$ cat src/rtl/mem_write_sniffer_pkg.sv
// Shared types and constants for the memory write sniffer.
package mem_write_sniffer_pkg;

    // Sniffer FSM states
    typedef enum logic [1:0] {
        IDLE = 2'b00,
        WAIT = 2'b01,
        HOLD = 2'b10
    } sniff_state_t;

    // Event word layout: {time, addr, data}
    localparam int unsigned DATA_W   = 32;
    localparam int unsigned ADDR_W   = 30;
    localparam int unsigned TIME_W   = 16;
    localparam int unsigned EVT_W    = 78;
    localparam int unsigned DATA_LSB = 0;
    localparam int unsigned ADDR_LSB = DATA_LSB + DATA_W;
    localparam int unsigned TIME_LSB = ADDR_LSB + ADDR_W;

    // Build an event word from its fields
    function automatic logic [EVT_W-1:0] pack_evt(input logic [TIME_W-1:0] t,
                                                   input logic [ADDR_W-1:0] a,
                                                   input logic [DATA_W-1:0] d);
        return {t, a, d};
    endfunction

endpackage

$ cat src/rtl/mem_write_sniffer_fifo.sv
// Synchronous first-word-fall-through event FIFO. When empty the read
// port keeps presenting the most recently popped entry.
module wr_evt_fifo
    import mem_write_sniffer_pkg::*;
#(
    parameter int unsigned WIDTH = EVT_W,
    parameter int unsigned DEPTH = 8
) (
    input  logic             clk,
    input  logic             rst,
    input  logic             push,
    input  logic [WIDTH-1:0] wdata,
    input  logic             pop,
    output logic [WIDTH-1:0] rdata,
    output logic             full,
    output logic             empty
);

    localparam int unsigned AW = $clog2(DEPTH);
    localparam logic [AW:0] DEPTH_CNT = (AW+1)'(DEPTH);

    logic [WIDTH-1:0] mem [DEPTH];
    logic [WIDTH-1:0] last_q;
    logic [AW-1:0]    wr_ptr;
    logic [AW-1:0]    rd_ptr;
    logic [AW:0]      count;
    logic             do_pop;
    logic             do_push;

    assign empty   = (count == '0);
    assign full    = (count == DEPTH_CNT);
    assign do_pop  = pop && !empty;
    // A full FIFO still accepts a push when the head leaves in the same cycle
    assign do_push = push && (!full || do_pop);
    assign rdata   = empty ? last_q : mem[rd_ptr];

    // Storage array write
    always_ff @(posedge clk) begin
        if (do_push) mem[wr_ptr] <= wdata;
    end

    // Pointers, occupancy and last-popped hold register
    always_ff @(posedge clk or posedge rst) begin
        if (rst) begin
            wr_ptr <= '0;
            rd_ptr <= '0;
            count  <= '0;
            last_q <= '0;
        end else begin
            if (do_push) wr_ptr <= wr_ptr + AW'(1);
            if (do_pop) begin
                rd_ptr <= rd_ptr + AW'(1);
                last_q <= mem[rd_ptr];
            end
            case ({do_push, do_pop})
                2'b10:   count <= count + (AW+1)'(1);
                2'b01:   count <= count - (AW+1)'(1);
                default: count <= count;
            endcase
        end
    end

endmodule

$ cat src/rtl/mem_write_sniffer.sv
// Passive store monitor: one timestamped event per completed in-window
// write, stall duplicates suppressed, events queued for the checker.
module mem_write_sniffer
    import mem_write_sniffer_pkg::*;
#(
    parameter logic [29:0] WIN_BASE   = 30'h0,
    parameter int unsigned WIN_SIZE   = 64,
    parameter int unsigned FIFO_DEPTH = 8
) (
    input  logic        clk,
    input  logic        rst,
    input  logic [29:0] bus_addr,
    input  logic [31:0] bus_wdata,
    input  logic        bus_wen,
    input  logic        bus_ready,
    output logic        evt_valid,
    output logic [29:0] evt_addr,
    output logic [31:0] evt_data,
    output logic [15:0] evt_time,
    input  logic        evt_ready,
    output logic        overflow,
    output logic [7:0]  drop_cnt,
    output logic [15:0] evt_total
);

    // Window bounds in 31 bits so the end never wraps past the top address
    localparam logic [30:0] WIN_LO = {1'b0, WIN_BASE};
    localparam logic [30:0] WIN_HI = {1'b0, WIN_BASE} + 31'(WIN_SIZE);

    sniff_state_t      state;
    logic [15:0]       cyc_cnt;
    logic              completion;
    logic              in_window;
    logic              capture;
    logic              drop;
    logic              fifo_full;
    logic              fifo_empty;
    logic [EVT_W-1:0]  evt_in;
    logic [EVT_W-1:0]  evt_out;

    // A store completes only once per transaction; HOLD covers stall repeats
    assign completion = bus_wen && bus_ready && (state == IDLE || state == WAIT);
    assign in_window  = ({1'b0, bus_addr} >= WIN_LO) && ({1'b0, bus_addr} < WIN_HI);
    assign capture    = completion && in_window;
    assign drop       = capture && fifo_full && !evt_ready;
    assign evt_in     = pack_evt(cyc_cnt, bus_addr, bus_wdata);

    // Bus transaction tracker
    always_ff @(posedge clk or posedge rst) begin
        if (rst) begin
            state <= IDLE;
        end else begin
            case (state)
                IDLE: begin
                    if (bus_wen && bus_ready) state <= HOLD;
                    else if (bus_wen)         state <= WAIT;
                end
                WAIT: begin
                    if (bus_ready)     state <= bus_wen ? HOLD : IDLE;
                    else if (!bus_wen) state <= IDLE;
                end
                HOLD: begin
                    if (!bus_wen) state <= IDLE;
                end
                default: state <= IDLE;
            endcase
        end
    end

    // Saturating free-running cycle stamp
    always_ff @(posedge clk or posedge rst) begin
        if (rst)                 cyc_cnt <= '0;
        else if (cyc_cnt != '1)  cyc_cnt <= cyc_cnt + 16'd1;
    end

    // Drop and accept statistics
    always_ff @(posedge clk or posedge rst) begin
        if (rst) begin
            overflow  <= 1'b0;
            drop_cnt  <= '0;
            evt_total <= '0;
        end else if (drop) begin
            overflow <= 1'b1;
            if (drop_cnt != '1) drop_cnt <= drop_cnt + 8'd1;
        end else if (capture) begin
            if (evt_total != '1) evt_total <= evt_total + 16'd1;
        end
    end

    wr_evt_fifo #(
        .WIDTH (EVT_W),
        .DEPTH (FIFO_DEPTH)
    ) u_fifo (
        .clk   (clk),
        .rst   (rst),
        .push  (capture),
        .wdata (evt_in),
        .pop   (evt_ready),
        .rdata (evt_out),
        .full  (fifo_full),
        .empty (fifo_empty)
    );

    assign evt_valid = !fifo_empty;
    assign evt_data  = evt_out[DATA_LSB +: DATA_W];
    assign evt_addr  = evt_out[ADDR_LSB +: ADDR_W];
    assign evt_time  = evt_out[TIME_LSB +: TIME_W];

endmodule

$ cat config.mk
export PLATFORM = sky130hd
export DESIGN_NAME = mem_write_sniffer
export DESIGN_NICKNAME = d
export VERILOG_FILES = /design/src/rtl/mem_write_sniffer_pkg.sv /design/src/rtl/mem_write_sniffer_fifo.sv /design/src/rtl/mem_write_sniffer.sv
export SDC_FILE = /design/constraint.sdc
export NUM_CORES = 1
export LEC_CHECK = 0
export BUFFER_PORTS_ARGS = -buffer_cell sky130_fd_sc_hd__buf_2
export CAP_MARGIN = 20
export CORE_MARGIN = 2
export CORE_UTILIZATION = 30
export CTS_BUF_LIST = sky130_fd_sc_hd__clkbuf_8
export DETAILED_ROUTE_END_ITERATION = 6
export GPL_TIMING_DRIVEN = 0
export SYNTH_ARGS = -nofsm -noshare
export SYNTH_HDL_FRONTEND = slang
export SYNTH_SLANG_ARGS = --single-unit
$ cat constraint.sdc
create_clock -name clk -period 25.1 [get_ports clk]
set_clock_uncertainty 0.2 [all_clocks]
set_input_delay 1.255 -clock clk [delete_from_list [all_inputs] [get_ports clk]]
set_output_delay 1.255 -clock clk [all_outputs]
set_load 0.02 [all_outputs]
# Word level (Yosys, flattened, before mapping)
# Memory sizes are Yosys's and may differ from the RTL's.
# Cells that the tools add are included.
# classes
add_sub_neg,7
order_cmp,1
n_eq_ne,9
n_mux,10
bitwise,1
n_reduce_logical,17
# op_table
operator,count
two-way mux 78 bit,1
adder 16 x 1 -> 16 bit (second input constant),2
inequality test 16 bit (second input constant),2
less-than comparator 30 x 7 -> 1 bit (second input constant),1
two-way mux 2 bit,5
adder 8 x 1 -> 8 bit (second input constant),1
inequality test 8 bit (second input constant),1
case mux 4 bit (2 select lines),1
logical AND 1 bit,7
adder 3 x 1 -> 3 bit (second input constant),2
case mux 2 bit (3 select lines),1
adder 4 x 1 -> 4 bit (second input constant),1
equality test 2 x 1 -> 1 bit (second input constant),2
equality test 2 bit (second input constant),2
equality test 4 bit (second input constant),1
zero test 4 bit,1
subtractor 4 x 1 -> 4 bit (second input constant),1
zero test 1 bit,3
inequality test 3 bit (second input constant),1
AND reduction 3 bit,1
zero test 2 bit,1
logical OR 1 bit,2
two-way mux 1 bit,2
AND reduction 2 bit,1
other kinds (2),2
# totals
register_bits,131
mem_bits_rw,624
elab_cells,55
mem_count,1
# mem_list
memory,words,width,rd,rd_ports_with_merged_regs,wr,line,source
u_fifo.mem,8,78,1,0,1,mem_write_sniffer_fifo.sv:22,logic [WIDTH-1:0] mem [DEPTH];

# Logic depth before layout (Yosys ltp)
# Gate-level depths: netlist of run 1.
# depth
ltp_word,8
depth_mapped,13

# By module
# Synthesis of run 1 repeated with hierarchy kept, for this count alone.
# unflattened
cells_unflattened,1838
area_unflattened_um2,30001.3
# by_module_without_submodules
module,instances,cells_per_inst,area_per_inst_um2
wr_evt_fifo,1,1652,27918.0
mem_write_sniffer,1,186,2083.2

# Least setup slack after synthesis of run 1
# No wires, ideal clock.
# synth_timing
kind,input-to-reg
startpoint,input port bus_addr[20]
endpoint,"memory u_fifo.mem[4][0] (netlist bit), enable pin"
setup_ps,734
arrival_ps,10226
required_ps,24166
path_slack_ps,13940
stages,5
n_path_buf,1
cell_sequence,nor4_2 -> and4_1 -> nand3_1 -> buf_2 -> nor4b_1
# synth_via
elab_chain_len,5
# synth_rtl
element,line,source
from (decl),mem_write_sniffer.sv:12,"input logic [29:0] bus_addr,"
less-than comparator 30 x 7 -> 1 bit,mem_write_sniffer.sv:43,"assign in_window = ({1'b0, bus_addr} >= WIN_LO) && ({1'b0, bus_addr} < WIN_HI);"
logical AND 1 bit,mem_write_sniffer.sv:44,assign capture = completion && in_window;
logical AND 1 bit,mem_write_sniffer_fifo.sv:34,assign do_push = push && (!full || do_pop);
two-way mux 1 bit,mem_write_sniffer_fifo.sv:39,if (do_push) mem[wr_ptr] <= wdata;
two-way mux 1 bit (not written as such),mem_write_sniffer_fifo.sv:39,
to (decl),mem_write_sniffer_fifo.sv:22,
# No other way between the ends.

# Worst setup path after layout of run 1
# layout_timing
startpoint,register u_fifo.count[1]
endpoint,output port evt_addr[22]
# layout_via
elab_chain_len,2
# layout_rtl
element,line,source
from (decl),mem_write_sniffer_fifo.sv:26,logic [AW:0] count;
from (signal assigned),mem_write_sniffer_fifo.sv:56,2'b10: count <= count + (AW+1)'(1);
from (signal assigned),mem_write_sniffer_fifo.sv:57,2'b01: count <= count - (AW+1)'(1);
from (signal assigned),mem_write_sniffer_fifo.sv:58,default: count <= count;
zero test 4 bit,mem_write_sniffer_fifo.sv:30,assign empty = (count == '0);
two-way mux 78 bit,mem_write_sniffer_fifo.sv:35,assign rdata = empty ? last_q : mem[rd_ptr];
to (decl),mem_write_sniffer.sv:17,"output logic [29:0] evt_addr,"
# No other way between the ends.

==> impl_metrics.py, run 1 <==
metrics = {
    "run_status": {
        "status": "finished with violations",
        "violations": "design-rule violations",
    },
    "hold_path": {
        "min_from": "drop_cnt[5]$_DFFE_PP0P_",
        "worstHoldPathCells": 1,
        "hp-class": "register to register",
    },
    "drt": {
        "wire_per_inst_um": 22.6,
        "routed_wl_um": 75900,
        "dr.pass1.iters": 7,
        "drc": 3,
        "vias_per_cell": 4.83,
        "vias": 16200,
        "ant_nets": 0,
        "first_iter_violations": 1555,
    },
    "setup_path": {
        "crit_required_ns": 23.65,
        "path_class": "register to primary output",
        "worstPathMaxFanout": 10,
        "regToRegStartpoint": "state[1]$_DFFE_PP0P_",
        "arrival_ns": 3.91,
        "worst_setup_path_start_kind": "register",
        "worstSetupStartpoint": "u_fifo.count[1]$_DFFE_PP0P_",
        "critPathCaptureType": "primary output",
        "ff2ff_path_depth": 11,
    },
    "timing": {
        "tightest_slew_ns": 1.10,
        "maxSlewViolCount": 0,
        "hold_violations": 0,
        "fin_crit_sh_pct": 21.4,
        "finalSetupTns_ns": 0,
        "rsz0062_at_grt": "no",
        "fmax_mhz": 186,
        "min_period_ns": 5.37,
        "report.final.setup_viol": 0,
        "relSlewSlack_pct": 26.4,
    },
    "synthesis": {
        "yosys_warnings": 0,
        "ys_seq_area_share_pct": 74.9,
        "synth_top_family_by_area": "multiplexers",
        "synth_fp_nets": 1645,
        "synth_cells": 1570,
        "synthAdderAreaFrac_pct": 0.340,
        "synth_compound_gate_area_share_pct": 2.84,
        "muxShareOfSynthArea_pct": 15.1,
        "synthXorXnorAreaFrac_pct": 1.13,
        "ys.flop_type": "edfxtp_1",
        "synth_area_um2": 29400,
        "syn_area_per_cell_um2": 18.7,
        "ys_types": 40,
        "ys_ff_latch": 755,
        "synth-simple-area-share_pct": 4.44,
        "async_reset_ff_share_pct": 17.4,
        "synth_edf_count": 624,
    },
    "clocking": {
        "cts_tree": "built",
        "root_buffer": "clkbuf_8",
        "insertion_delay_ns": 0.74,
        "htree_levels": 3,
        "path_clk_slew_ns": 0.06,
        "hold_buffers": 0,
        "cts_resized": 0,
        "cts_setup_buffers": 0,
        "cts_buffers": 117,
        "cts.sinks": 755,
        "clockBufferDepth": 3,
    },
    "floorplan": {
        "initial_utilization_pct": 30.3,
        "die-area_um2": 101000,
        "core_um2": 97000,
        "die_h_um": 317,
        "rows": 114,
        "ios": 171,
        "chipWidth_um": 317,
    },
    "global_route": {
        "grt_overflow_total": 0,
        "grt_max_degree": 91,
        "grt_first_pass_wirelength_um": 111000,
        "grt_use_total_pct": 15.0,
        "antenna_found_initial": 16,
        "first_global_vias": 16700,
    },
    "place": {
        "io_buffer_count": 170,
        "gp_congestion": 0.724,
        "dp_hpwl_um": 52900,
    },
    "layout": {
        "final_nets": 2045,
        "drive_gt1_share_pct": 31.7,
        "areaGrowthSynthToFinish_pct": 20.2,
        "final_util_pct": 36.5,
    },
    "run": {
        "max_cap_viol_count": 0,
    },
    "pwr": {
        "peakVddDrop_mv": 0.0506,
        "leakagePower_nw": 12.6,
        "powerDensity_nw_per_um2": 75.3,
    },
}
worst max-delay path: stages, from the launching register on:
cell,delay (ns)
dfrtp_1,0.46
nor3_1,0.15
nand2b_1,0.09
clkbuf_1,0.31
clkbuf_1,0.77
clkbuf_1,0.57
nor2_1,0.08
a21oi_1,0.45
buf_2,0.27
area by class of cell:
cell class | instances | area, um^2
multi-input cells | 722 | 7060
plain buffers | 84 | 350
flip-flops and latches | 755 | 22000
inverters | 9 | 41.3
diodes | 6 | 15.0
clock inverters | 85 | 594
well taps | 1276 | 1600
repair buffers | 281 | 1840
fillers | 8984 | 61600
clock buffers | 134 | 1840
final timing paths:
path | slack, ns | end
setup / recovery | 19.73 | evt_addr[22]
hold / removal | 0.28 | drop_cnt[5]$_DFFE_PP0P_
setup reg to reg | 20.84 | u_fifo.mem[5][10]$_DFFE_PP_
hold reg to reg | 0.28 | drop_cnt[5]$_DFFE_PP0P_
max in group asynchronous | 23.50 | u_fifo.last_q[64]$_DFFE_PP0P_
min in group asynchronous | 0.30 | u_fifo.last_q[39]$_DFFE_PP0P_
through the flow:
stage	cells	hold WS [ns]	power (mW)	worst slack (ns)	cell area, um^2
after floorplan	1570	0.251	1.54	13.94	29400
after global placement	3016	0.249	1.63	3.53	31900
after detailed placement	3127	0.271	1.64	19.63	32900
after CTS	3346	0.285	2.69	19.59	35300
after global routing	3348	0.304	2.77	19.40	35300
final	3352	0.278	2.66	19.73	35400
cells by family (layout without fill, tap and decap cells):
family,Yosys count,in the layout
muxes,247,247
AOI/OAI and AO/OA,165,165
other,0,6
adders and majority gates,8,8
and+or+nand+nor,264,264
buffers and inverters,93,593
DFF,755,755
xor gates and xnor gates,38,38
power breakdown:
group / switching (mW) / total, mW / internal (mW)
sequential: 0.0207 / 1.41 / 1.39
clock: 0.490 / 1.06 / 0.565
combinational: 0.136 / 0.196 / 0.0598
cells in the final DEF (no fill, tap or decap), types with 6 or more instances in the layout:
cell type,count
edfxtp_1,624
buf_2,195
mux4_2,156
clkbuf_8,134
dfrtp_1,131
nand2_1,96
nor2_1,84
a21oi_1,82
mux2i_1,80
o21ai_0,79
buf_4,77
clkbuf_1,46
inv_1,46
buf_6,31
xnor2_1,29
clkinv_1,19
nand3_1,18
nand4_1,17
clkinv_2,13
buf_1,12
and3_1,12
mux2_2,10
xor2_1,9
ha_1,8
bufinv_16,7
diode_2,6
flip-flops by register name, indices dropped and copies added (netlist names):
signal         cells
u_fifo.last_q     78
u_fifo.rd_ptr      3
cyc_cnt           16
state              2
evt_total         16
overflow           1
u_fifo.mem       624
u_fifo.count       4
u_fifo.wr_ptr      3
drop_cnt           8
per-layer routing:
metal  track usage (%)  vias up  wire, um
met2              26.1      512     39000
met5                 0        -       110
met3              3.20      136      4950
met1              18.8     8487     30300
met4              4.46       18      1590
li1                  -     7045         -
Yosys cell counts, types with 17 or more instances:
| cell | n | share of area (%) |
|---|---|---|
| o21ai_0 | 79 | 1.3 |
| mux4_2 | 156 | 12 |
| dfrtp_1 | 131 | 11 |
| clkbuf_1 | 46 | 0.59 |
| buf_2 | 25 | 0.43 |
| edfxtp_1 | 624 | 64 |
| nor2_1 | 84 | 1.1 |
| a21oi_1 | 82 | 1.4 |
| mux2i_1 | 80 | 2.7 |
| nand3_1 | 18 | 0.31 |
| nand2_1 | 96 | 1.2 |
| nand4_1 | 17 | 0.36 |
| xnor2_1 | 29 | 0.86 |
(Power assumes the default switching activity.)
==> run 2, diff against run 1 <==
--- a/config.mk
+++ b/config.mk
@@ -5,6 +5,7 @@
 export SDC_FILE = /design/constraint.sdc
 export NUM_CORES = 1
 export LEC_CHECK = 0
+export ABC_AREA = 1
 export BUFFER_PORTS_ARGS = -buffer_cell sky130_fd_sc_hd__buf_2
 export CAP_MARGIN = 20
 export CORE_MARGIN = 2
==> constraint.sdc (replaced) <==
create_clock -name clk -period 5.6 [get_ports clk]
set_clock_uncertainty 0.2 [all_clocks]
set_input_delay 0.28 -clock clk [delete_from_list [all_inputs] [get_ports clk]]
set_output_delay 0.28 -clock clk [all_outputs]
set_load 0.02 [all_outputs]
==> impl_metrics.py, run 2 <==
metrics = {
    "run_status": {
        "status": "finished clean",
    },
    "drt": {
        "first_iter_violations": 2037,
        "dr.pass1.iters": 5,
        "routed_wl_um": 90800,
        "drc": 0,
        "vias": 21500,
        "vias_per_cell": 4.88,
        "ant_nets": 0,
        "wire_per_inst_um": 20.6,
    },
    "floorplan": {
        "chipWidth_um": 324,
        "die_h_um": 324,
        "rows": 117,
        "initial_utilization_pct": 30.2,
        "die-area_um2": 105000,
        "core_um2": 102000,
        "ios": 171,
    },
    "clocking": {
        "cts.sinks": 755,
        "path_clk_slew_ns": 0.06,
        "htree_levels": 3,
        "cts_setup_buffers": 0,
        "root_buffer": "clkbuf_8",
        "cts_buffers": 117,
        "cts_tree": "built",
        "clockBufferDepth": 3,
        "insertion_delay_ns": 0.78,
    },
    "global_route": {
        "grt_first_pass_wirelength_um": 134000,
        "use_met1_pct": 22.5,
        "met3_usage_pct": 3.03,
        "grt_max_degree": 99,
        "grt_overflow_total": 0,
        "first_global_vias": 21000,
        "antenna_found_initial": 10,
        "grt_use_met2_pct": 28.4,
        "grt_use_total_pct": 17.1,
        "busiest_layer": "met2",
    },
    "place": {
        "io_buffer_count": 170,
        "dpl.cell_count": 4108,
        "dp_hpwl_um": 60600,
        "gp_congestion": 0.824,
    },
    "timing": {
        "tightest_slew_ns": 1.14,
        "report.final.setup_viol": 0,
        "relSlewSlack_pct": 23.5,
        "fin_crit_sh_pct": 77.8,
        "min_period_ns": 4.36,
        "fmax_mhz": 230,
        "finalSetupTns_ns": 0,
        "maxSlewViolCount": 0,
        "rsz0062_at_grt": "no",
        "hold_violations": 0,
    },
    "setup_path": {
        "worstPathMaxFanout": 10,
        "regToRegStartpoint": "state[1]$_DFFE_PP0P_",
        "cpLargestDelayFamily": "compound AO/OA/AOI/OAI gates",
        "cp.depth": 9,
        "ff2ff_path_depth": 10,
        "path_class": "register to primary output",
        "worst_setup_path_start_kind": "register",
        "worstPathCellList": "buf_6 -> inv_6 -> buf_8 -> clkbuf_1 -> o21ai_0 -> o22ai_1 -> o21ai_1 -> o21ai_0 -> buf_2",
        "worstSetupStartpoint": "u_fifo.rd_ptr[0]$_DFFE_PP0P_",
        "crit_required_ns": 5.12,
        "critPathCaptureType": "primary output",
        "critPathBufInv": 5,
        "arrival_ns": 3.88,
        "slowest_stage": "o21ai_0",
        "path_common_cell": "o21ai_0",
        "slowest_delay_ns": 0.84,
    },
    "synthesis": {
        "synth_edf_count": 624,
        "ys_types": 38,
        "yosys_warnings": 0,
        "muxShareOfSynthArea_pct": 0.0367,
        "synth_top_area_share_pct": 61.1,
        "synthAdderAreaFrac_pct": 0.326,
        "synth_top_family_by_area": "compound AO/OA/AOI/OAI gates",
        "syn_area_per_cell_um2": 12.1,
        "ys_seq_area_share_pct": 71.7,
        "yosysMostFrequentCell": "edfxtp_1",
        "synthTopCellsByCount": "edfxtp_1, nor2_1, o21ai_0",
        "synth-simple-area-share_pct": 10.8,
        "synth_fp_nets": 2619,
        "synth_cells": 2544,
        "synth_compound_gate_area_share_pct": 12.7,
        "ys_ff_latch": 755,
        "async_reset_ff_share_pct": 17.4,
        "synthXorXnorAreaFrac_pct": 0.913,
        "ys.flop_type": "edfxtp_1",
        "ys_top_cells_by_area": "edfxtp_1, dfrtp_1, o21ai_0",
        "synth_area_um2": 30700,
        "yosys.area.top_type": "edfxtp_1",
    },
    "layout": {
        "final_cell_mix": "edfxtp_1, nor2_1, o21ai_0",
        "final_nets": 3002,
        "num-fill-cells": 9946,
        "drive_gt1_share_pct": 14.8,
        "reg_top3": "u_fifo.mem x624, u_fifo.last_q x78",
        "layout_commonest_cell": "edfxtp_1",
        "largest_reg_flops": 624,
        "final_cells": 4400,
        "regMostFlops": "u_fifo.mem",
        "areaGrowthSynthToFinish_pct": 19.8,
    },
    "hold_path": {
        "min_from": "bus_wdata[6]",
        "worstHoldPathCells": 2,
        "hp-class": "primary input to register",
    },
    "run": {
        "max_cap_viol_count": 0,
    },
    "pwr": {
        "powerDensity_nw_per_um2": 491,
        "peakVddDrop_mv": 0.238,
        "leakagePower_nw": 13.1,
    },
}
run 2: worst paths after layout:
path | to | slack [ns]
setup / recovery | evt_addr[23] | 1.24
hold reg to reg | u_fifo.last_q[38]$_DFFE_PP0P_ | 0.28
hold / removal | u_fifo.mem[0][6]$_DFFE_PP_ | 0.13
setup reg to reg | u_fifo.mem[6][71]$_DFFE_PP_ | 2.43
min in group asynchronous | u_fifo.last_q[5]$_DFFE_PP0P_ | 0.44
max in group asynchronous | u_fifo.last_q[68]$_DFFE_PP0P_ | 3.69
run 2: per-stage QoR:
stage | total power, mW | worst slack, ns | instance area (um^2) | util [%] | hold WS (ns)
after floorplan | 10.8 | 0.441 | 30700 | - | 0.152
final | 18.0 | 1.24 | 36800 | 36.2 | 0.134
after global routing | 19.0 | 1.09 | 36800 | 36.2 | 0.127
after detailed placement | 13.7 | 2.15 | 33900 | 33.3 | 0.0979
after global placement | 13.7 | -3.52 | 33200 | 32.7 | 0.246
after CTS | 18.1 | 1.28 | 36800 | 36.2 | 0.0724
run 2: where the power goes:
part	leakage, nW	internal (mW)	switching, mW
Combinational	4.27	1.99	5.13
Clock	1.34	2.14	2.22
Sequential	7.44	6.38	0.176
Total	13.1	10.5	7.52
run 2: cell type report:
type	instances	area, um^2	share of cell area [%]
multi-input combinational	1586	7640	20.8
antenna	3	7.51	0.0204
clock buffer	122	1680	4.57
sequential	755	22000	59.9
timing repair buffer	264	2090	5.68
clock inverter	99	528	1.44
buffer	157	908	2.47
inverter	46	185	0.504
tap	1368	1710	4.65
run 2: layer usage:
metal	part of all wire, %	wire, um	vias to the layer above
met1	42	38400	10600
met5	0.045	41	-
li1	-	-	9961
met4	2.9	2620	6
met2	48	43500	784
met3	6.9	6310	140
run 2: timing repair:
item,in CTS,in global routing
hold buffers,68,0
hold endpoints to repair,646,0
resized for setup,0,0
run 2: kinds of logic after synthesis:
logic type,count (synthesis)
flops,755
simple gates,828
buf+inv,203
compound gates,717
mux,1
xor+xnor,32
fa+ha+maj,8
==> run 3, diff against run 2 <==
--- a/config.mk
+++ b/config.mk
@@ -5,7 +5,7 @@
 export SDC_FILE = /design/constraint.sdc
 export NUM_CORES = 1
 export LEC_CHECK = 0
-export ABC_AREA = 1
+export ABC_AREA = 0
 export BUFFER_PORTS_ARGS = -buffer_cell sky130_fd_sc_hd__buf_2
 export CAP_MARGIN = 20
 export CORE_MARGIN = 2
==> constraint.sdc (replaced) <==
create_clock -name clk -period 3.9 [get_ports clk]
set_clock_uncertainty 0.2 [all_clocks]
set_input_delay 0.195 -clock clk [delete_from_list [all_inputs] [get_ports clk]]
set_output_delay 0.195 -clock clk [all_outputs]
set_load 0.02 [all_outputs]
==> impl_metrics.py, run 3 (synthesized netlist as in run 1, its figures left out) <==
metrics = {
    "run_status": {
        "status": "finished with violations",
        "violations": "design-rule violations",
    },
    "timing": {
        "relSlewSlack_pct": 30.3,
        "fmax_mhz": 262,
        "hold_violations": 0,
        "whs_ns": 0.0648,
        "maxSlewViolCount": 0,
        "rsz0062_at_grt": "yes",
        "fin_crit_sh_pct": 97.7,
        "min_period_ns": 3.81,
        "report.final.setup_viol": 0,
        "tightest_slew_ns": 1.04,
    },
    "drt": {
        "ant_nets": 0,
        "wire_per_inst_um": 22.3,
        "vias_per_cell": 4.80,
        "dr.pass1.iters": 7,
        "vias": 16100,
        "first_iter_violations": 1284,
        "routed_wl_um": 74900,
        "drc": 2,
    },
    "floorplan": {
        "initial_utilization_pct": 30.3,
        "rows": 114,
        "chipWidth_um": 317,
        "die-area_um2": 101000,
        "core_um2": 97000,
        "ios": 171,
        "die_h_um": 317,
    },
    "clocking": {
        "cts_tree": "built",
        "insertion_delay_ns": 0.75,
        "cts_buffers": 111,
        "clockBufferDepth": 3,
        "htree_levels": 3,
        "path_clk_slew_ns": 0.07,
        "root_buffer": "clkbuf_8",
        "cts.sinks": 755,
    },
    "setup_path": {
        "path_common_cell": "clkbuf_2",
        "worst_setup_path_start_kind": "register",
        "critPathBufInv": 4,
        "crit_required_ns": 3.50,
        "worstPathCellList": "nor3_1 -> nand2b_1 -> clkbuf_1 -> clkbuf_2 -> clkbuf_2 -> a21oi_1 -> buf_2",
        "path_class": "register to primary output",
        "worstPathMaxFanout": 10,
        "critPathCaptureType": "primary output",
        "slowest_stage": "a21oi_1",
        "arrival_ns": 3.41,
        "cpLargestDelayFamily": "buffers and inverters",
        "slowest_delay_ns": 0.51,
    },
    "global_route": {
        "first_global_vias": 16700,
        "grt_first_pass_wirelength_um": 109000,
        "grt_use_total_pct": 14.8,
        "grt_overflow_total": 0,
        "antenna_found_initial": 9,
        "grt_max_degree": 74,
    },
    "layout": {
        "final_cell_mix": "edfxtp_1, buf_2, mux4_2",
        "layout_commonest_cell": "edfxtp_1",
        "multiInputGateArea_um2": 7180,
        "regMostFlops": "u_fifo.mem",
        "drive_gt1_share_pct": 30.7,
        "regArea_um2": 22000,
        "final_util_pct": 37.2,
        "reg_top3": "u_fifo.mem x624, u_fifo.last_q x78",
        "num-fill-cells": 8910,
        "areaGrowthSynthToFinish_pct": 22.8,
        "final_cell_area_um2": 36100,
        "final_nets": 2060,
        "largest_reg_flops": 624,
    },
    "place": {
        "dp_hpwl_um": 50800,
        "io_buffer_count": 170,
        "gp_congestion": 0.740,
        "dpl-instance-area_um2": 33000,
    },
    "hold_path": {
        "hp-class": "primary input to register",
    },
    "pwr": {
        "powerDensity_nw_per_um2": 470,
        "leakagePower_nw": 12.8,
        "peakVddDrop_mv": 0.215,
    },
    "run": {
        "max_cap_viol_count": 0,
    },
}
run 3: cell types whose count changed in the layout (fill, tap and decap cells not counted), moves of 46 or more:
| cell | delta |
|---|---|
| nor2_1 | -371 |
| o21ai_0 | -363 |
| nand2_1 | -181 |
| mux4_2 | +156 |
| o21ai_1 | -114 |
| mux2i_1 | +79 |
| o211ai_1 | -78 |
| o22ai_1 | -78 |
| a21oi_1 | +65 |
| clkbuf_1 | -49 |
| inv_1 | -46 |
run 3: path summary, 6_finish.rpt:
path / from / end / slack, ns / cells past startpoint
max reg2reg: u_fifo.count[0]$_DFFE_PP0P_ / u_fifo.count[2]$_DFFE_PP0P_ / 0.34 / 13
min reg2reg: overflow$_DFFE_PP0P_ / overflow$_DFFE_PP0P_ / 0.27 / 1
min in group asynchronous: rst / drop_cnt[0]$_DFFE_PP0P_ / 0.46 / 4
max in group asynchronous: rst / u_fifo.last_q[9]$_DFFE_PP0P_ / 2.13 / 5
max: u_fifo.count[0]$_DFFE_PP0P_ / evt_addr[26] / 0.09 / 7
min: bus_wdata[5] / u_fifo.mem[0][5]$_DFFE_PP_ / 0.06 / 2
run 3: final cells by class:
class	instances	share of cell area, %
timing repair buffer	303	7.04
sequential	755	61.0
antenna	3	0.0208
inverter	9	0.107
multi-input combinational	722	19.9
tap	1276	4.42
clock inverter	86	1.68
buffer	83	1.12
clock buffer	125	4.76
run 3: worst register-to-register path, stage by stage, from the launching register on:
cell,delay [ns]
dfrtp_1,0.45
nor3_1,0.35
nand2b_1,0.09
clkbuf_1,0.21
nand2_1,0.35
clkbuf_4,0.38
inv_1,0.18
ha_1,0.29
xor2_1,0.17
ha_1,0.19
a21oi_1,0.16
xor2_1,0.19
nor2_1,0.07
xor2_1,0.14
run 3: what timing repair did:
action                                  in CTS  in global routing
resized for setup                           22                 26
endpoints found under the setup margin      77                 26
hold buffers                                69                  0
pin swaps                                    0                  0
buffers inserted                             0                  0
endpoints found under the hold margin      651                  0
run 3: metrics by stage:
step / worst slack [ns] / total power, mW / TNS, ns / std cells
after floorplan: -0.572 / 9.93 / -239.76 / 1570
after CTS: 0.00505 / 17.2 / 0 / 3359
after detailed placement: 0.159 / 10.5 / 0 / 3080
after global placement: -3.96 / 10.5 / -2526.44 / 3016
final: 0.0902 / 17.0 / 0 / 3362
after global routing: -0.0888 / 17.6 / -0.293 / 3361
run 3: power by group:
group / total, mW / internal [mW] / switching [mW]
sequential: 9.08 / 8.95 / 0.130
combinational: 1.34 / 0.440 / 0.904
clock: 6.56 / 3.50 / 3.07
total: 17.0 / 12.9 / 4.10
run 3: routing by layer:
| layer | routed length [um] | share of wire, % | track usage, % |
|---|---|---|---|
| met1 | 31600 | 42 | 19.6 |
| met4 | 1980 | 2.6 | 5.42 |
| met5 | 57 | 0.076 | 0 |
| met3 | 4430 | 5.9 | 2.67 |
| met2 | 36900 | 49 | 24.5 |
